$ cat config.mk
export PLATFORM = sky130hd
export DESIGN_NAME = fetch_stage
export DESIGN_NICKNAME = d
export VERILOG_FILES = /design/src/rtl/fetch_stage.sv
export SDC_FILE = /design/constraint.sdc
export NUM_CORES = 1
export LEC_CHECK = 0
export BUFFER_PORTS_ARGS = -buffer_cell sky130_fd_sc_hd__buf_4
export CAP_MARGIN = 20
export CORE_AREA = 5 5 184 186
export CTS_CLUSTER_DIAMETER = 100
export DETAILED_ROUTE_END_ITERATION = 10
export DIE_AREA = 0 0 189 191
export HOLD_SLACK_MARGIN = 0.15
export PLACE_DENSITY = 0.41
export SETUP_SLACK_MARGIN = 0.1
export SLEW_MARGIN = 10
export SYNTH_ARGS = -nofsm -noshare
export SYNTH_HDL_FRONTEND = slang
export SYNTH_SLANG_ARGS = --single-unit
$ cat constraint.sdc
create_clock -name clk -period 5.45 [get_ports clk]
set_clock_uncertainty 0.05 [all_clocks]
set_input_delay 0.2725 -clock clk [delete_from_list [all_inputs] [get_ports clk]]
set_output_delay 0.2725 -clock clk [all_outputs]
set_load 0.01 [all_outputs]
$ cat src/rtl/fetch_stage.sv
// MIPS instruction-fetch stage with IF/ID register and a one-entry skid buffer.
// Optional macro FETCH_ALIGN_CHECK_EN: word-aligns branch targets and flags misaligned ones on AddrErr.
module fetch_stage #(
    parameter logic [31:0] RESET_PC = 32'h0000_0000
) (
    input  logic        clk,
    input  logic        rst,
    input  logic        Stall,
    input  logic        BranchTaken,
    input  logic [31:0] BranchTarget,
    output logic [31:0] ImemAddr,
    output logic        ImemReq,
    input  logic [31:0] ImemData,
    input  logic        ImemValid,
    output logic [31:0] Instr,
    output logic [5:0]  Op,
    output logic [31:0] IdPCPlus4,
    output logic        IdValid,
    output logic        AddrErr
);

    typedef enum logic {
        S_FETCH = 1'b0,
        S_HOLD  = 1'b1
    } state_t;

    state_t      r_state;
    logic [31:0] r_pc;
    logic [31:0] r_instr;
    logic [31:0] r_pc4;
    logic        r_valid;
    logic [31:0] r_skid_instr;
    logic [31:0] r_skid_pc4;
    logic        r_addr_err;

    logic        w_fire;
    logic [31:0] w_pc_plus4;
    logic [31:0] w_target;
    logic        w_misaligned;

    assign w_fire     = (r_state == S_FETCH) && ImemValid;
    assign w_pc_plus4 = r_pc + 32'd4;

`ifdef FETCH_ALIGN_CHECK_EN
    assign w_target     = {BranchTarget[31:2], 2'b00};
    assign w_misaligned = (BranchTarget[1:0] != 2'b00);
`else
    assign w_target     = BranchTarget;
    assign w_misaligned = 1'b0;
`endif

    // PC, IF/ID register, skid buffer and FETCH/HOLD state; a redirect overrides everything else
    always_ff @(posedge clk or posedge rst) begin
        if (rst) begin
            r_state      <= S_FETCH;
            r_pc         <= RESET_PC;
            r_instr      <= 32'h0000_0000;
            r_pc4        <= 32'h0000_0000;
            r_valid      <= 1'b0;
            r_skid_instr <= 32'h0000_0000;
            r_skid_pc4   <= 32'h0000_0000;
            r_addr_err   <= 1'b0;
        end else if (BranchTaken) begin
            r_state      <= S_FETCH;
            r_pc         <= w_target;
            r_instr      <= 32'h0000_0000;
            r_pc4        <= 32'h0000_0000;
            r_valid      <= 1'b0;
            r_skid_instr <= 32'h0000_0000;
            r_skid_pc4   <= 32'h0000_0000;
            r_addr_err   <= r_addr_err | w_misaligned;
        end else begin
            case (r_state)
                S_FETCH: begin
                    if (w_fire) begin
                        r_pc <= w_pc_plus4;
                        // A stall only diverts into the skid when IF/ID holds a real instruction
                        if (!Stall || !r_valid) begin
                            r_instr <= ImemData;
                            r_pc4   <= w_pc_plus4;
                            r_valid <= 1'b1;
                        end else begin
                            r_skid_instr <= ImemData;
                            r_skid_pc4   <= w_pc_plus4;
                            r_state      <= S_HOLD;
                        end
                    end else if (!Stall) begin
                        r_instr <= 32'h0000_0000;
                        r_pc4   <= 32'h0000_0000;
                        r_valid <= 1'b0;
                    end else begin
                        r_valid <= r_valid;
                    end
                end
                S_HOLD: begin
                    if (!Stall) begin
                        r_instr      <= r_skid_instr;
                        r_pc4        <= r_skid_pc4;
                        r_valid      <= 1'b1;
                        r_skid_instr <= 32'h0000_0000;
                        r_skid_pc4   <= 32'h0000_0000;
                        r_state      <= S_FETCH;
                    end else begin
                        r_state <= S_HOLD;
                    end
                end
                default: begin
                    r_state <= S_FETCH;
                end
            endcase
        end
    end

    assign ImemAddr  = r_pc;
    assign ImemReq   = (r_state == S_FETCH);
    assign Instr     = r_instr;
    assign Op        = r_instr[31:26];
    assign IdPCPlus4 = r_pc4;
    assign IdValid   = r_valid;
    assign AddrErr   = r_addr_err;

endmodule

==> results.md <==
- The run finished with clean final reports.
- The largest single stage delay on the critical path is around 0.69 ns.
- The worst pin sits at a relative slew slack of 25.3%.
- The post-synthesis net count is ~900.
- For the pin with the worst max-slew slack, the measured transition is 1.12 ns.
- Row generation in the floorplan step produced 66 rows.
- The first global-routing pass estimated ~43,000 µm of wire.
- For this run, the leading register cell type out of synthesis is dfrtp_1.
- The path class of the tightest hold or removal check is in2reg.
- TritonCTS built the clock tree.
- The hold violation total from the final report is 0.
- The synthesis warning total is 0.
- The total count of max-transition violations in the final report is 0.
- After detailed routing, the number of remaining DRC violations is 0.
- In the layout the commonest cells are 181 x buf_4, 161 x dfrtp_1, 106 x nand2_1.
- The cell count after placement is 1,339.
- The placed wire-length estimate is roughly 18,000 µm.
- The number of buffers added to fix hold violations after cts is between 60 and 70.
- The starting utilization of the core area is between 20 and 25%.
- The maximum clock path buffer count is 2.
- At the end of routability-driven placement, the weighted congestion stood at between 0.7 and 0.8.
- The worst path meets setup with between 2 and 3 ns of slack.
- The total setup buffers inserted after CTS is 0.
- The distinct cell type count after synthesis is 58.
- The critical setup path kind is reg2out.
- Yosys attributes the largest share of cell area to dfrtp_1 51%, nand2_1 5.0%, a22o_1 4.6%.
- In this run the clock root is driven by a clkbuf_16.
- The number of DRC markers in iteration 0 is just over 400.
- The clock-pin slew on the worst setup and hold paths is roughly 0.07 ns.
- The global-route usage over all layers is between 15 and 20%.
- The count of flip-flops with a built-in enable after synthesis is 0.
- Along the worst path, the maximum fanout reaches 63.
- The post-layout instance area is ~0.011 mm².
- Among all stages on the critical path, the largest delay is contributed by inv_1.
- The critical path goes through buf_4, inv_1, buf_4.
- The height of the die is 191 µm.
- The aggregate negative setup slack is 0 ns.
- The post-layout total power is 3.04 mW.
- Synthesis inferred ~160 register bits.
- The cell with the most instances on the worst path is buf_4.
- The fraction of layout instances using a drive strength above 1 is between 20 and 25%.
- CTS saw 162 sinks.
- The areal power density over the cells is ~280 mW/mm².
- Post-CTS repair changed the size of 0 cells.
- The leakage power is slightly below 5 nW.
- The number of global-route vias before repair is between 7,000 and 8,000.
- The H-tree was split into 4 levels.
- The worst setup path is launched from a flip-flop.
- The wire length after detailed routing is 27,800 µm.
- The later pin in the worst-skew pair is clocked with a latency of 0.43 ns.
- Setup repair after global routing left no endpoint under its margin.
- The die covers about 0.036 mm².
- TritonCTS created 17 clock buffers.
- The initial antenna violation count was 0.
- The number of setup violations in the final report is 0.
- The total via count after detailed routing is around 7,000.
- The proportion of register bits with asynchronous set or reset after synthesis is 100%.
- In the routed layout, each cell is associated on average with a via count of between 4 and 5.
- The worst-case hold slack is between 0.15 and 0.2 ns.
- Of the post-synthesis cell area, the dominant cell type holds between 50 and 60%.
- The final core area utilization is between 30% and 40%.
- Prior to clock tree synthesis, the placed netlist has a worst setup slack of roughly 2.3 ns.
- The I/O pin total is approximately 170.
- The number of nets in the final layout is between 1,000 and 1,500.
- STA classifies the critical path endpoint as an output pin.
- The top cell type by total area after synthesis is dfrtp_1.
- In this run the horizontal extent of the chip is 189 µm.
- The first-pass iteration count of the detailed router is 4.
- The maximum frequency from static timing analysis is around 360 MHz.
- VDD sags by at most roughly 0.0002 V.
- The count of nets left with antenna violations after detail routing is 0.
- The final standard cell count with taps included and fillers excluded is between 1,000 and 1,500.
- The filler cell count is about 3,400.
- Entering global routing, the biggest net connects 70 pins.
- In the final routed layout, each cell accounts on average for a little under 20 µm.
- The arrival time of the worst setup path is 2.47 ns.
- After global routing the overflow that remains totals 0.
- Counting I/O delays and the setup requirement, the final critical path takes around 2.8 ns.
- The count of buffers from port buffering is roughly 170.
- The post-place instance area is 0.00949 mm².
- Max-cap violations in this run came to 0.
- The area added between synthesis and finish is 35.7%.
- The core area is 0.0321 mm².
- After synthesis the cells add up to 0.00792 mm².
- The number of antenna diodes in the final layout is 0.
- A synthesized cell averages 9.59 µm².
- The most frequent standard cell in the layout excluding fill and tap cells is buf_4.
- Counting every instance in the synthesized netlist gives a little over 800.
- Of the synthesized area, sequential elements account for 51.2%.
- Dividing the final minimum period by the clock period gives between 50 and 60%.
- The required time of the critical path is ~5 ns.
layout make-up:
class | count | area [µm²] | area share [%]
clock inverters | 15 | 163 | 1.51
multi-input cells | 580 | 3530 | 32.8
well taps | 408 | 510 | 4.75
clock buffers | 17 | 425 | 3.96
repair buffers | 247 | 2030 | 18.9
inverters | 8 | 35.0 | 0.326
flip-flops and latches | 162 | 4060 | 37.7
cells in the mapped netlist, types with 7 or more instances:
master / count
inv_1: 8
and3_1: 39
buf_4: 8
o21ai_0: 68
xnor2_1: 22
nor3_1: 14
nor2_1: 34
nand4_1: 19
o31ai_1: 34
a31oi_1: 7
xor2_1: 24
nand2_1: 106
buf_1: 7
a21oi_1: 72
dfrtp_1: 162
clkbuf_1: 55
nand3_1: 23
a22o_1: 42
worst paths after layout:
check	from	endpoint	slack, ns	cells past startpoint
worst max-delay path	r_state$_DFF_PP0_	ImemReq	2.65	3
worst min-delay path	Stall	IdValid$_DFFE_PP0P_	0.18	3
worst max register to register	ImemAddr[2]$_DFFE_PP0P_	IdPCPlus4[26]$_DFFE_PP0P_	2.68	6
worst min register to register	Instr[15]$_DFFE_PP0P_	Instr[15]$_DFFE_PP0P_	0.43	2
max in group asynchronous	rst	r_state$_DFF_PP0_	3.62	4
min in group asynchronous	rst	Instr[28]$_DFFE_PP0P_	0.44	3
sequential cells by signal, summed over array words and instances (netlist names):
register and cells:
r_state 1, ImemAddr 32, r_skid_pc4 32, IdPCPlus4 32, Instr 32, r_skid_instr 32
IdValid 1
cells by family (layout without fill, tap and decap cells):
kind of cell               after synthesis  in the layout  share of synthesized area, %
AOI/OAI and AO/OA                      257            257                          21.0
other                                    1              1                        0.0474
xor gates and xnor gates                46             46                          5.09
muxes                                    5              5                         0.695
and+or+nand+nor                        270            270                          17.3
buffers and inverters                   84            287                          4.46
DFF                                    162            162                          51.2
adders and majority gates                1              1                         0.158
metal layers:
layer | part of all wire [%] | global-route usage [%] | up-vias
li1 | - | - | 3371
met1 | 50 | 22.2 | 3401
met2 | 44 | 23.6 | 187
met3 | 4.4 | 3.03 | 12
met4 | 0.82 | 3.08 | 0
met5 | 0 | 0 | -
where the power goes:
group | switching [mW] | internal (mW) | leakage (nW)
logic | 0.252 | 0.217 | 2.39
clock network | 0.593 | 0.618 | 0.287
registers | 0.0918 | 1.26 | 2.16
worst max-delay path, delay by kind of cell (launching register included):
kind / cells / cell delay (ns)
buffers and inverters: 3 / 1.66
flip-flops: 1 / 0.36
Note: power is estimated with default switching activity, not from simulation.
